<file path="src/rtl/dp_alu_resp.sv">
// Datapath responder: accepts an opcode/operand pair on dp_start and returns the result and
// status flags with a one-cycle dp_ready pulse. MUL/DIV/MOD iterate over WIDTH cycles.
module dp_alu_resp #(
  parameter int unsigned WIDTH = 8
) (
  input  logic             clk,
  input  logic             rstn,
  input  logic [WIDTH-1:0] dp_A,
  input  logic [WIDTH-1:0] dp_B,
  input  logic [3:0]       dp_op,
  input  logic             dp_start,
  output logic             dp_ready,
  output logic [WIDTH-1:0] dp_result,
  output logic             dp_zero,
  output logic             dp_neg,
  output logic             dp_carry,
  output logic             dp_ovf,
  output logic             busy
);

  localparam int unsigned CntW = $clog2(WIDTH + 1);

  localparam logic [3:0] OpAdd = 4'd0;
  localparam logic [3:0] OpSub = 4'd1;
  localparam logic [3:0] OpAnd = 4'd2;
  localparam logic [3:0] OpOr  = 4'd3;
  localparam logic [3:0] OpXor = 4'd4;
  localparam logic [3:0] OpNot = 4'd5;
  localparam logic [3:0] OpShl = 4'd6;
  localparam logic [3:0] OpShr = 4'd7;
  localparam logic [3:0] OpMul = 4'd8;
  localparam logic [3:0] OpDiv = 4'd9;
  localparam logic [3:0] OpMod = 4'd10;

  typedef enum logic [1:0] {StIdle, StExec, StIter, StDone} state_e;

  state_e state_q, state_d;

  logic [WIDTH-1:0] a_q, a_d;
  logic [WIDTH-1:0] b_q, b_d;
  logic [3:0]       op_q, op_d;
  logic [CntW-1:0]  cnt_q, cnt_d;
  // Shared iteration registers: MUL keeps {high partial, low/multiplier}, DIV keeps
  // {remainder, quotient-in-progress}.
  logic [WIDTH-1:0] hi_q, hi_d;
  logic [WIDTH-1:0] lo_q, lo_d;

  logic [WIDTH-1:0] result_q, result_d;
  logic             ready_q, ready_d;
  logic             zero_q, zero_d;
  logic             neg_q, neg_d;
  logic             carry_q, carry_d;
  logic             ovf_q, ovf_d;

  // Single-cycle ALU
  logic [WIDTH:0]   add_sum;
  logic [WIDTH:0]   sub_diff;
  logic [WIDTH-1:0] alu_res;
  logic             alu_carry;
  logic             alu_ovf;

  always_comb begin
    add_sum   = {1'b0, a_q} + {1'b0, b_q};
    sub_diff  = {1'b0, a_q} - {1'b0, b_q};
    alu_res   = '0;
    alu_carry = 1'b0;
    alu_ovf   = 1'b0;
    case (op_q)
      OpAdd: begin
        alu_res   = add_sum[WIDTH-1:0];
        alu_carry = add_sum[WIDTH];
        alu_ovf   = (a_q[WIDTH-1] == b_q[WIDTH-1]) && (add_sum[WIDTH-1] != a_q[WIDTH-1]);
      end
      OpSub: begin
        alu_res   = sub_diff[WIDTH-1:0];
        alu_carry = sub_diff[WIDTH];
        alu_ovf   = (a_q[WIDTH-1] != b_q[WIDTH-1]) && (sub_diff[WIDTH-1] != a_q[WIDTH-1]);
      end
      OpAnd: alu_res = a_q & b_q;
      OpOr:  alu_res = a_q | b_q;
      OpXor: alu_res = a_q ^ b_q;
      OpNot: alu_res = ~a_q;
      OpShl: begin
        alu_res   = {a_q[WIDTH-2:0], 1'b0};
        alu_carry = a_q[WIDTH-1];
      end
      OpShr: begin
        alu_res   = {1'b0, a_q[WIDTH-1:1]};
        alu_carry = a_q[0];
      end
      default: begin
        alu_res = '0;
        alu_ovf = 1'b1;
      end
    endcase
  end

  // One iteration step of shift-add multiply and restoring divide
  logic [WIDTH:0]     mul_sum;
  logic [2*WIDTH-1:0] mul_next;
  logic [WIDTH:0]     div_shift;
  logic               div_ok;
  logic [WIDTH-1:0]   rem_next;
  logic [WIDTH-1:0]   quo_next;

  always_comb begin
    mul_sum   = lo_q[0] ? ({1'b0, hi_q} + {1'b0, b_q}) : {1'b0, hi_q};
    mul_next  = {mul_sum, lo_q[WIDTH-1:1]};
    div_shift = {hi_q, lo_q[WIDTH-1]};
    div_ok    = (div_shift >= {1'b0, b_q});
    rem_next  = div_ok ? WIDTH'(div_shift - {1'b0, b_q}) : div_shift[WIDTH-1:0];
    quo_next  = {lo_q[WIDTH-2:0], div_ok};
  end

  // Control FSM and result capture
  logic             start_iter;
  logic             fin;
  logic [WIDTH-1:0] fin_res;
  logic             fin_carry;
  logic             fin_ovf;

  always_comb begin
    state_d   = state_q;
    a_d       = a_q;
    b_d       = b_q;
    op_d      = op_q;
    cnt_d     = cnt_q;
    hi_d      = hi_q;
    lo_d      = lo_q;
    result_d  = result_q;
    zero_d    = zero_q;
    neg_d     = neg_q;
    carry_d   = carry_q;
    ovf_d     = ovf_q;
    ready_d   = 1'b0;
    fin       = 1'b0;
    fin_res   = '0;
    fin_carry = 1'b0;
    fin_ovf   = 1'b0;
    start_iter = (dp_op == OpMul) || (dp_op == OpDiv) || (dp_op == OpMod);

    unique case (state_q)
      // DONE accepts a start like IDLE so back-to-back ops issue every other cycle.
      StIdle, StDone: begin
        state_d = StIdle;
        if (dp_start) begin
          a_d  = dp_A;
          b_d  = dp_B;
          op_d = dp_op;
          if (start_iter) begin
            state_d = StIter;
            cnt_d   = CntW'(WIDTH);
            hi_d    = '0;
            lo_d    = dp_A;
          end else begin
            state_d = StExec;
          end
        end
      end
      StExec: begin
        fin       = 1'b1;
        fin_res   = alu_res;
        fin_carry = alu_carry;
        fin_ovf   = alu_ovf;
        state_d   = StDone;
      end
      StIter: begin
        cnt_d = cnt_q - CntW'(1);
        if (op_q == OpMul) begin
          hi_d = mul_next[2*WIDTH-1:WIDTH];
          lo_d = mul_next[WIDTH-1:0];
        end else begin
          hi_d = rem_next;
          lo_d = quo_next;
        end
        if (cnt_q == CntW'(1)) begin
          fin     = 1'b1;
          state_d = StDone;
          if (op_q == OpMul) begin
            fin_res   = mul_next[WIDTH-1:0];
            fin_carry = |mul_next[2*WIDTH-1:WIDTH];
            fin_ovf   = |mul_next[2*WIDTH-1:WIDTH];
          end else if (b_q == '0) begin
            fin_res = (op_q == OpDiv) ? '1 : a_q;
            fin_ovf = 1'b1;
          end else begin
            fin_res = (op_q == OpDiv) ? quo_next : rem_next;
          end
        end
      end
      default: state_d = StIdle;
    endcase

    if (fin) begin
      result_d = fin_res;
      zero_d   = (fin_res == '0);
      neg_d    = fin_res[WIDTH-1];
      carry_d  = fin_carry;
      ovf_d    = fin_ovf;
      ready_d  = 1'b1;
    end
  end

  always_ff @(posedge clk or negedge rstn) begin
    if (!rstn) begin
      state_q  <= StIdle;
      a_q      <= '0;
      b_q      <= '0;
      op_q     <= '0;
      cnt_q    <= '0;
      hi_q     <= '0;
      lo_q     <= '0;
      result_q <= '0;
      ready_q  <= 1'b0;
      zero_q   <= 1'b0;
      neg_q    <= 1'b0;
      carry_q  <= 1'b0;
      ovf_q    <= 1'b0;
    end else begin
      state_q  <= state_d;
      a_q      <= a_d;
      b_q      <= b_d;
      op_q     <= op_d;
      cnt_q    <= cnt_d;
      hi_q     <= hi_d;
      lo_q     <= lo_d;
      result_q <= result_d;
      ready_q  <= ready_d;
      zero_q   <= zero_d;
      neg_q    <= neg_d;
      carry_q  <= carry_d;
      ovf_q    <= ovf_d;
    end
  end

  assign dp_ready  = ready_q;
  assign dp_result = result_q;
  assign dp_zero   = zero_q;
  assign dp_neg    = neg_q;
  assign dp_carry  = carry_q;
  assign dp_ovf    = ovf_q;
  assign busy      = (state_q != StIdle);

endmodule

</file>
<file path="config.mk">
export PLATFORM = sky130hd
export DESIGN_NAME = dp_alu_resp
export DESIGN_NICKNAME = d
export VERILOG_FILES = /design/src/rtl/dp_alu_resp.sv
export SDC_FILE = /design/constraint.sdc
export NUM_CORES = 1
export LEC_CHECK = 0
export CAP_MARGIN = 15
export CORE_ASPECT_RATIO = 1.4
export CORE_MARGIN = 1.5
export CORE_UTILIZATION = 35
export DETAILED_ROUTE_END_ITERATION = 8
export GPL_TIMING_DRIVEN = 0
export PLACE_DENSITY_LB_ADDON = 0.25
export SYNTH_ARGS = -nofsm -noshare
export SYNTH_HDL_FRONTEND = slang
export SYNTH_SLANG_ARGS = --single-unit
</file>
<file path="constraint.sdc">
create_clock -name clk -period 4.3 [get_ports clk]
set_input_delay 0.43 -clock clk [delete_from_list [all_inputs] [get_ports clk]]
set_output_delay 0.43 -clock clk [all_outputs]
set_load 0.01 [all_outputs]
</file>
**Yosys cells after proc, flatten, opt, wreduce, memory -nomap -nowiden**

Cells that the tools add are included.

- Bits in registers: 55
- Bits of input ports: 23
- Output and inout bits: 14

- $add $sub $neg: 5
- $lt $le $gt $ge: 1
- Equality and inequality tests: 23
- Muxes and demuxes: 36
- Bitwise logic cells: 4
- Reduce and logical (&&, ||, !) cells: 15

Operators by type and width:

| operator | count |
|---|---|
| $mux 8 | 12 |
| $pmux 8 s8 | 1 |
| $pmux 8 s2 | 3 |
| $eq 4x4->1 const B | 5 |
| $add 8x8->9 | 2 |
| $eq 4x3->1 const B | 4 |
| $logic_not 8->1 | 2 |
| $ge 9x8->1 | 1 |
| $mux 9 | 1 |
| $sub 8x8->9 | 1 |
| $and 8x8->8 | 1 |
| $eq 4x1->1 const B | 2 |
| $eq 4x2->1 const B | 2 |
| $mux 4 | 2 |
| $not 8->8 | 1 |
| $or 8x8->8 | 1 |
| $pmux 4 s2 | 1 |
| $reduce_or 8->1 | 1 |
| $sub 8x8->8 | 1 |
| $xor 8x8->8 | 1 |
| $mux 1 | 7 |
| $mux 2 | 3 |
| $ne 2x2->1 const B | 3 |
| $pmux 1 s2 | 3 |
| 17 further kinds | 23 |

**Depth between registers and ports, before layout**

Gate-level depths: netlist of run 1.

- Depth after elaboration: 8
- Mapped depth: 12
- Mapped depth without buffers: 12

**Worst setup path after synthesis of run 1**

Ideal clock, no wire load.

- Path type: flip-flop to flip-flop
- Start point: register b_q[1]
- End point: register zero_q, in the netlist dp_zero
- Library setup time: 122 ps
- Data arrival time: 2,575 ps
- Data required time: 4,178 ps
- Path slack: 1,604 ps
- Cell stages (with the launch flop): 12
- Buffers on the path: 0
- Period minus slack after synthesis: 2,696 ps
- Cells stage by stage: dfrtp_1 -> inv_1 -> ha_1 -> nor2b_1 -> o21ai_1 -> a31oi_2 -> nor2_1 -> mux2_2 -> o21ai_0 -> a21oi_1 -> and4_1 -> a32o_1

- Word-level cells in the longest chain between the ends: 8
- Elaborated cells on any way between the ends: 16
- Those cells by class: add/sub (3); order compare (1); mux (7); bitwise (3); reduce/logical (2)

Ends and longest elaborated chain:

| element | RTL line | text |
|---|---|---|
| start, declared | 40 | `logic [WIDTH-1:0] b_q, b_d;` |
| start signal, assigned | 208 | `b_q <= '0;` |
| start signal, assigned | 222 | `b_q <= b_d;` |
| $sub 8x8->8 / $ge 9x8->1 (equally long branches) | 111, 110 |  |
| $mux 8 | 111 | `rem_next = div_ok ? WIDTH'(div_shift - {1'b0, b_q}) : div_shift[WIDTH-1:0];` |
| $mux 8 | 187 | `fin_res = (op_q == OpDiv) ? quo_next : rem_next;` |
| $mux 8 | 183 | `end else if (b_q == '0) begin` |
| $mux 8 | 179 | `if (op_q == OpMul) begin` |
| $mux 8 | 176 | `if (cnt_q == CntW'(1)) begin` |
| $pmux 8 s2 * | 142 | `unique case (state_q)` |
| $logic_not 8->1 * | 196 | `zero_d = (fin_res == '0);` |
| end signal, assigned | 229 | `zero_q <= zero_d;` |
| end, declared | 50 | `logic zero_q, zero_d;` |

Every way passes the cells marked *; elsewhere a longest branch is shown, timed or not.
A chain may end at the register's enable or synchronous reset.

**Final worst setup path of run 1**

Ends and elaborated chain as after synthesis.

==> results.txt, run 1 <==
Seq pwr share: 0.202
Post-DP HPWL: 14.8 mm
Total Power: 5.35 mW
Cell count after synthesis: 634
Final worst-path cycle share: 0.893
Drt pass-1 iters: 5
Vias in the first global route: 5136
Overflow left after global routing: 0
Setup TNS: 0 ps
Power Density: 919 nW/µm²
TritonCTS Buffers: 5
DIE AREA: 15200 µm²
Mapped cell area: 5050 µm²
Fin. Hold Viols: 0
Mapped Nets: 706
Slew headroom: 0.419
DR vias/cell: 5.83
Critical Path AT: 4080 ps
Area grow syn2layout: 15.4%
#FFs+latches synth: 54
Core area: 14000 µm²
First-pass GRT wire length: 28.4 mm
P_leak: 2.47 nW
EDFF count, synth: 0
Max stage delay on crit path: 610 ps
Later-pin clock latency in the skew report: 300 ps
Hold_buf cts: 0
Async set-reset flop share out of synthesis: 1.00
P_int: 2.54 mW
Clock power frac: 0.090
Switching share of power: 0.525
Clk sinks: 54
Via count: 5033
Syn_area_per_cell: 7.97 µm²
Critical Path RT: 4540 ps
Final setup viols: 0
Max Buffers Root-to-Sink: 2
Status: completed
CTS tree: yes
Placed Area: 5660 µm²
Chip Width: 105 µm
Max Cap Violations: 0
Area contributors post-synth: dfrtp_1, ha_1, o21ai_0, nand2_1, nor2_1
Commonest cells after routing, fill and taps aside: nand2_1, o21ai_0, nor2_1
Root buffer cell: clkbuf_16
Clk slew on worst S/H paths: 70 ps
Worst Setup Start Kind: register
Commonest non-fill, non-tap cell in the layout: nand2_1
N_diodes: 0
Io pins: 37
Post-CTS Setup Inserts: 0
Critical Path Fanout Max: 10
RD Place Congestion: 0.968
Nets@finish: 750
Sequential-to-total area share from yosys stat: 0.267
Initial Utilization: 0.360
Min cycle time layout: 3840 ps
Antenna violations before repair: 0
H-tree depth: 2
GRT Util Overall: 0.241
Comb pwr share: 0.708
Final WL: 18.3 mm
Synth Warn #: 0
Fillcell total: 1450
Share of cells above drive strength 1: 0.0841
Port bufs: 36
Setup CP Type: register to register
Die Ht: 145 µm
Row Count: 51
Switch Pwr: 2.81 mW
Crit. End Element: register
Distinct cells, synth: 72
Post-route DRC: 0
Dominant cell type by area after synthesis: dfrtp_1
Wire per inst: 21.2 µm
Slowest cell on the critical path: a221oi_1
Crit-path cells: inv_1, ha_1, nor2b_1, o21ai_1, a31oi_2, nor2_1, buf_4, nor3_1, a21oi_1, o21ai_0, a221oi_1, a32o_1
Fmax achieved: 261 MHz
CTS-repair resized insts: 0
Maximum VDD drop: 0.288 mV
Top_reg_cell synth: dfrtp_1
RSZ-0062 raised after global routing: no
Post-DRT Antenna Nets: 0
Worst-Margin Slew: 864 ps
Final Cell Area: 5830 µm²
Clock Skew: 7.86 ps
Hold slack: 186 ps
Synth top area share: 0.267
Max Transition Viols Final: 0
Largest net degree at the start of global routing: 30
Initial DRC count: 408
Hold crit path type: input pin to async pin
## worst max-delay path, delay by kind of cell, from the launching register on
family          cells  cell delay [ps]
compound gates      6             1710
fa+ha+maj           1              390
buf+inv             2              570
flops               1              600
simple gates        3              510
## flip-flops by register name, summed over array words and instances, names as in the netlist
signal,cells
cnt_q,4
dp_result,8
dp_ovf,1
hi_q,8
dp_carry,1
b_q,8
a_q,8
dp_zero,1
dp_ready,1
lo_q,8
state_q,2
op_q,4
## power groups by stage
stage | Combinational, mW | Sequential, mW | Clock [mW]
after CTS | 3.76 | 1.07 | 0.490
after global placement | 3.69 | 1.08 | 0
after global routing | 4.16 | 1.10 | 0.515
after floorplan | 2.67 | 0.959 | 0
after detailed placement | 3.74 | 1.08 | 0
final | 3.79 | 1.08 | 0.483
## worst paths after layout
path	end	cells after the start	slack, ps	start
min	state_q[0]	1	190	rstn
min in group clk	dp_result[2]	2	490	dp_result[2]
max in group asynchronous	dp_carry	2	3500	rstn
max	dp_zero	12	460	b_q[1]
min reg2reg	dp_result[2]	2	490	dp_result[2]
max reg2reg	dp_zero	12	460	b_q[1]
## per-layer routing
| metal | track usage | wire, µm | vias to the layer above |
|---|---|---|---|
| met5 | 0 | 0 | - |
| met1 | 0.266 | 6950 | 2429 |
| met4 | 0.135 | 1040 | 0 |
| li1 | - | - | 2377 |
| met2 | 0.443 | 9490 | 165 |
| met3 | 0.0252 | 828 | 62 |
## cell type report
class	count	area, µm²	area share
sequential	54	1350	0.232
buffer	34	168	0.0288
timing repair buffer	37	375	0.0644
inverter	39	146	0.0251
clock buffer	6	139	0.0238
tap	185	231	0.0397
multi-input combinational	507	3390	0.581
clock inverter	1	30.0	0.00515
## stage by stage
| step | setup slack, ps | instances | util |
|---|---|---|---|
| after global routing | 281 | 863 | 0.415 |
| after CTS | 504 | 863 | 0.415 |
| after global placement | 528 | 855 | 0.402 |
| after floorplan | 1600 | 634 | - |
| after detailed placement | 541 | 856 | 0.403 |
| final | 461 | 863 | 0.415 |
## cells in the mapped netlist (3+ instances only)
master and count:
nand2_1 71, o21ai_0 66, nor2_1 58, dfrtp_1 54, ha_1 45, a21oi_1 42
inv_1 38, nand3_1 23, mux2_2 17, clkbuf_1 15, nor3_1 15, mux2i_1 13
nor2b_1 12, xnor2_1 9, a31oi_1 8, buf_2 8, o22ai_1 8, a211oi_1 7
a21o_1 6, buf_4 6, o21bai_1 6, o221ai_1 6, nand2b_1 5, o21a_1 5
a311oi_1 4, and3_1 4, buf_1 4, fa_1 4, o31a_1 4, a2111oi_0 3
a221oi_1 3, and2_1 3, nand3b_1 3, nor4_1 3, o21ai_1 3, o31ai_1 3
or3_1 3
## cells by family after synthesis
group | after synthesis | synth area share
xor gates and xnor gates | 10 | 0.0173
buffers and inverters | 73 | 0.0622
adders and majority gates | 49 | 0.127
muxes | 31 | 0.0681
AOI/OAI and AO/OA | 205 | 0.262
and+or+nand+nor | 212 | 0.196
DFF | 54 | 0.267
No activity file was read; power rests on OpenSTA's default activity.
==> inputs of run 2 (changes only) <==
--- a/config.mk
+++ b/config.mk
@@ -12,6 +12,7 @@
 export DETAILED_ROUTE_END_ITERATION = 8
 export GPL_TIMING_DRIVEN = 0
 export PLACE_DENSITY_LB_ADDON = 0.25
+export RECOVER_POWER = 25
 export SYNTH_ARGS = -nofsm -noshare
 export SYNTH_HDL_FRONTEND = slang
 export SYNTH_SLANG_ARGS = --single-unit
==> results.txt, run 2 (synthesis gave the netlist of run 1 again) <==
Critical Path Fanout Max: 10 (unchanged)
Max Cap Violations: 2 (+2)
Seq pwr share: 0.201 (about the same)
P_int: 2.54 mW (about the same)
RD Place Congestion: 0.968 (unchanged)
Met1 Use GR: 0.266 (unchanged)
Share of cells above drive strength 1: 0.0811 (-0.00295)
Wire per inst: 21.3 µm (+0.14%)
Post-DP HPWL: 14.8 mm (unchanged)
Post-DRT Antenna Nets: 0 (unchanged)
R2R Path Start: b_q[1]
Critical Path AT: 4110 ps (+30 ps)
Clk sinks: 54 (unchanged)
GRT busiest layer: met2
Min cycle time layout: 3870 ps (+29.1 ps)
Antenna violations before repair: 0 (unchanged)
Hold path endpoint: dp_result[2]
Row Count: 51 (unchanged)
Vias in the first global route: 5136 (unchanged)
Hold crit path type: register to register
Post-CTS Setup Inserts: 0 (unchanged)
Overflow left after global routing: 0 (unchanged)
Max Transition Viols Final: 57 (+57)
GRT Util Overall: 0.241 (unchanged)
Failing checks: capacitance limit, slew limit
First-pass GRT wire length: 28.4 mm (unchanged)
Clock power frac: 0.090 (about the same)
Status: finished, violations left
DIE AREA: 15200 µm² (unchanged)
Root buffer cell: clkbuf_16
Largest net degree at the start of global routing: 30 (unchanged)
Commonest cells after routing, fill and taps aside: nand2_1, o21ai_0, nor2_1
Worst setup path startpoint: b_q[1]
Final setup viols: 0 (unchanged)
Io pins: 37 (unchanged)
Worst Reg2Reg Path Length in Cells: 12 (unchanged)
R2R setup slack: 430 ps (-30 ps)
Routing usage on met2: 0.443 (unchanged)
Commonest non-fill, non-tap cell in the layout: nand2_1
Setup TNS: 0 ps (unchanged)
N_diodes: 0 (unchanged)
Final WL: 18.3 mm (+0.14%)
Placed Area: 5660 µm² (unchanged)
Comb pwr share: 0.708 (about the same)
P_leak: 2.46 nW (-0.44%)
TritonCTS Buffers: 5 (unchanged)
Area grow syn2layout: 15.0%
Core area: 14000 µm² (unchanged)
Initial DRC count: 349 (-14%)
Fmax achieved: 259 MHz (-0.75%)
Slew headroom: -0.124 (-0.544)
Reg2reg end: dp_zero
Crit. End Element: register
Min-delay src: dp_result[2]
Via count: 5037 (+0.079%)
CTS-repair resized insts: 0 (unchanged)
Clock Skew: 6.38 ps (-1.48 ps)
Final worst-path cycle share: 0.899 (+0.00676)
CTS tree: yes
Worst-Margin Slew: 1690 ps (+822 ps)
Hold depth: 2
Worst Setup Start Kind: register
Critical Path RT: 4540 ps (about the same)
Nets@finish: 750 (unchanged)
RSZ-0062 raised after global routing: no
Initial Utilization: 0.360 (unchanged)
Met3 usage: 0.0252 (unchanged)
Fin. Hold Viols: 0 (unchanged)
Maximum VDD drop: 0.286 mV (-0.49%)
Later-pin clock latency in the skew report: 300 ps (about the same)
Power Density: 922 nW/µm² (+0.34%)
Post-route DRC: 0 (unchanged)
H-tree depth: 2 (unchanged)
DR vias/cell: 5.84 (about the same)
Final Cell Area: 5810 µm² (-0.30%)
Clk slew on worst S/H paths: 70 ps (about the same)
Drt pass-1 iters: 5 (unchanged)
Setup CP Type: register to register
Switch Pwr: 2.82 mW (+0.13%)
Port bufs: 36 (unchanged)
Switching share of power: 0.526 (about the same)
Hold_buf cts: 0 (unchanged)
Die Ht: 145 µm (unchanged)
Max Buffers Root-to-Sink: 2 (unchanged)
Chip Width: 105 µm (unchanged)
run 2: per-layer routing:
layer  part of all wire  wire (µm)  vias up
li1                   -          -     2378
met5                  0          0        -
met1               0.37       6870     2439
met3              0.049        895       58
met4              0.056       1030        0
met2               0.52       9550      162
run 2: power by group through the flow:
stage               Clock [mW]  Sequential (mW)  Combinational, mW
global route             0.515             1.10               4.16
global placement             0             1.08               3.69
floorplan                    0            0.959               2.67
CTS                      0.490             1.07               3.76
detailed placement           0             1.08               3.74
finish                   0.483             1.08               3.79
run 2: cell type report:
cell class	count	area, µm²
Inverter	39	146
Clock inverter	1	30.0
Buffer	34	168
Tap cell	185	231
Fill cell	1453	8230
Clock buffer	6	139
Sequential cell	54	1350
Multi-Input combinational cell	507	3390
Timing Repair Buffer	37	358
run 2: metrics by stage:
step	util	hold slack (ps)	setup slack [ps]	instances	power (mW)
6_report	0.414	485	432	863	5.36
5_1_grt	0.414	517	281	863	5.77
4_1_cts	0.415	213	504	863	5.31
3_5_place_dp	0.403	472	541	856	4.81
3_3_place_gp	0.402	472	528	855	4.77
2_1_floorplan	-	134	1600	634	3.63
run 2: worst max path at each step:
stage | slack (ps) | cells after the start | end
5_1_grt | 280 | 12 | dp_zero
2_1_floorplan | 1600 | 11 | dp_zero
3_5_place_dp | 540 | 12 | dp_zero
3_3_place_gp | 530 | 12 | dp_zero
4_1_cts | 500 | 12 | dp_zero
6_report | 430 | 12 | dp_zero
run 2: critical path, stage by stage, from the launching register on:
cell	delay, ps
dfrtp_1	600
inv_1	310
ha_1	390
nor2b_1	150
o21ai_1	290
a31oi_2	160
nor2_1	280
buf_4	260
nor3_1	80
a21oi_1	230
o21ai_0	130
a221oi_1	640
a32o_1	270
==> inputs of run 3 (changes only) <==
--- a/config.mk
+++ b/config.mk
@@ -5,7 +5,7 @@
 export SDC_FILE = /design/constraint.sdc
 export NUM_CORES = 1
 export LEC_CHECK = 0
-export CAP_MARGIN = 15
+export CAP_MARGIN = 20
 export CORE_ASPECT_RATIO = 1.4
 export CORE_MARGIN = 1.5
 export CORE_UTILIZATION = 35
==> results of run 3 <==
The final DEF is identical to that of run 2; final timing and power are the same.
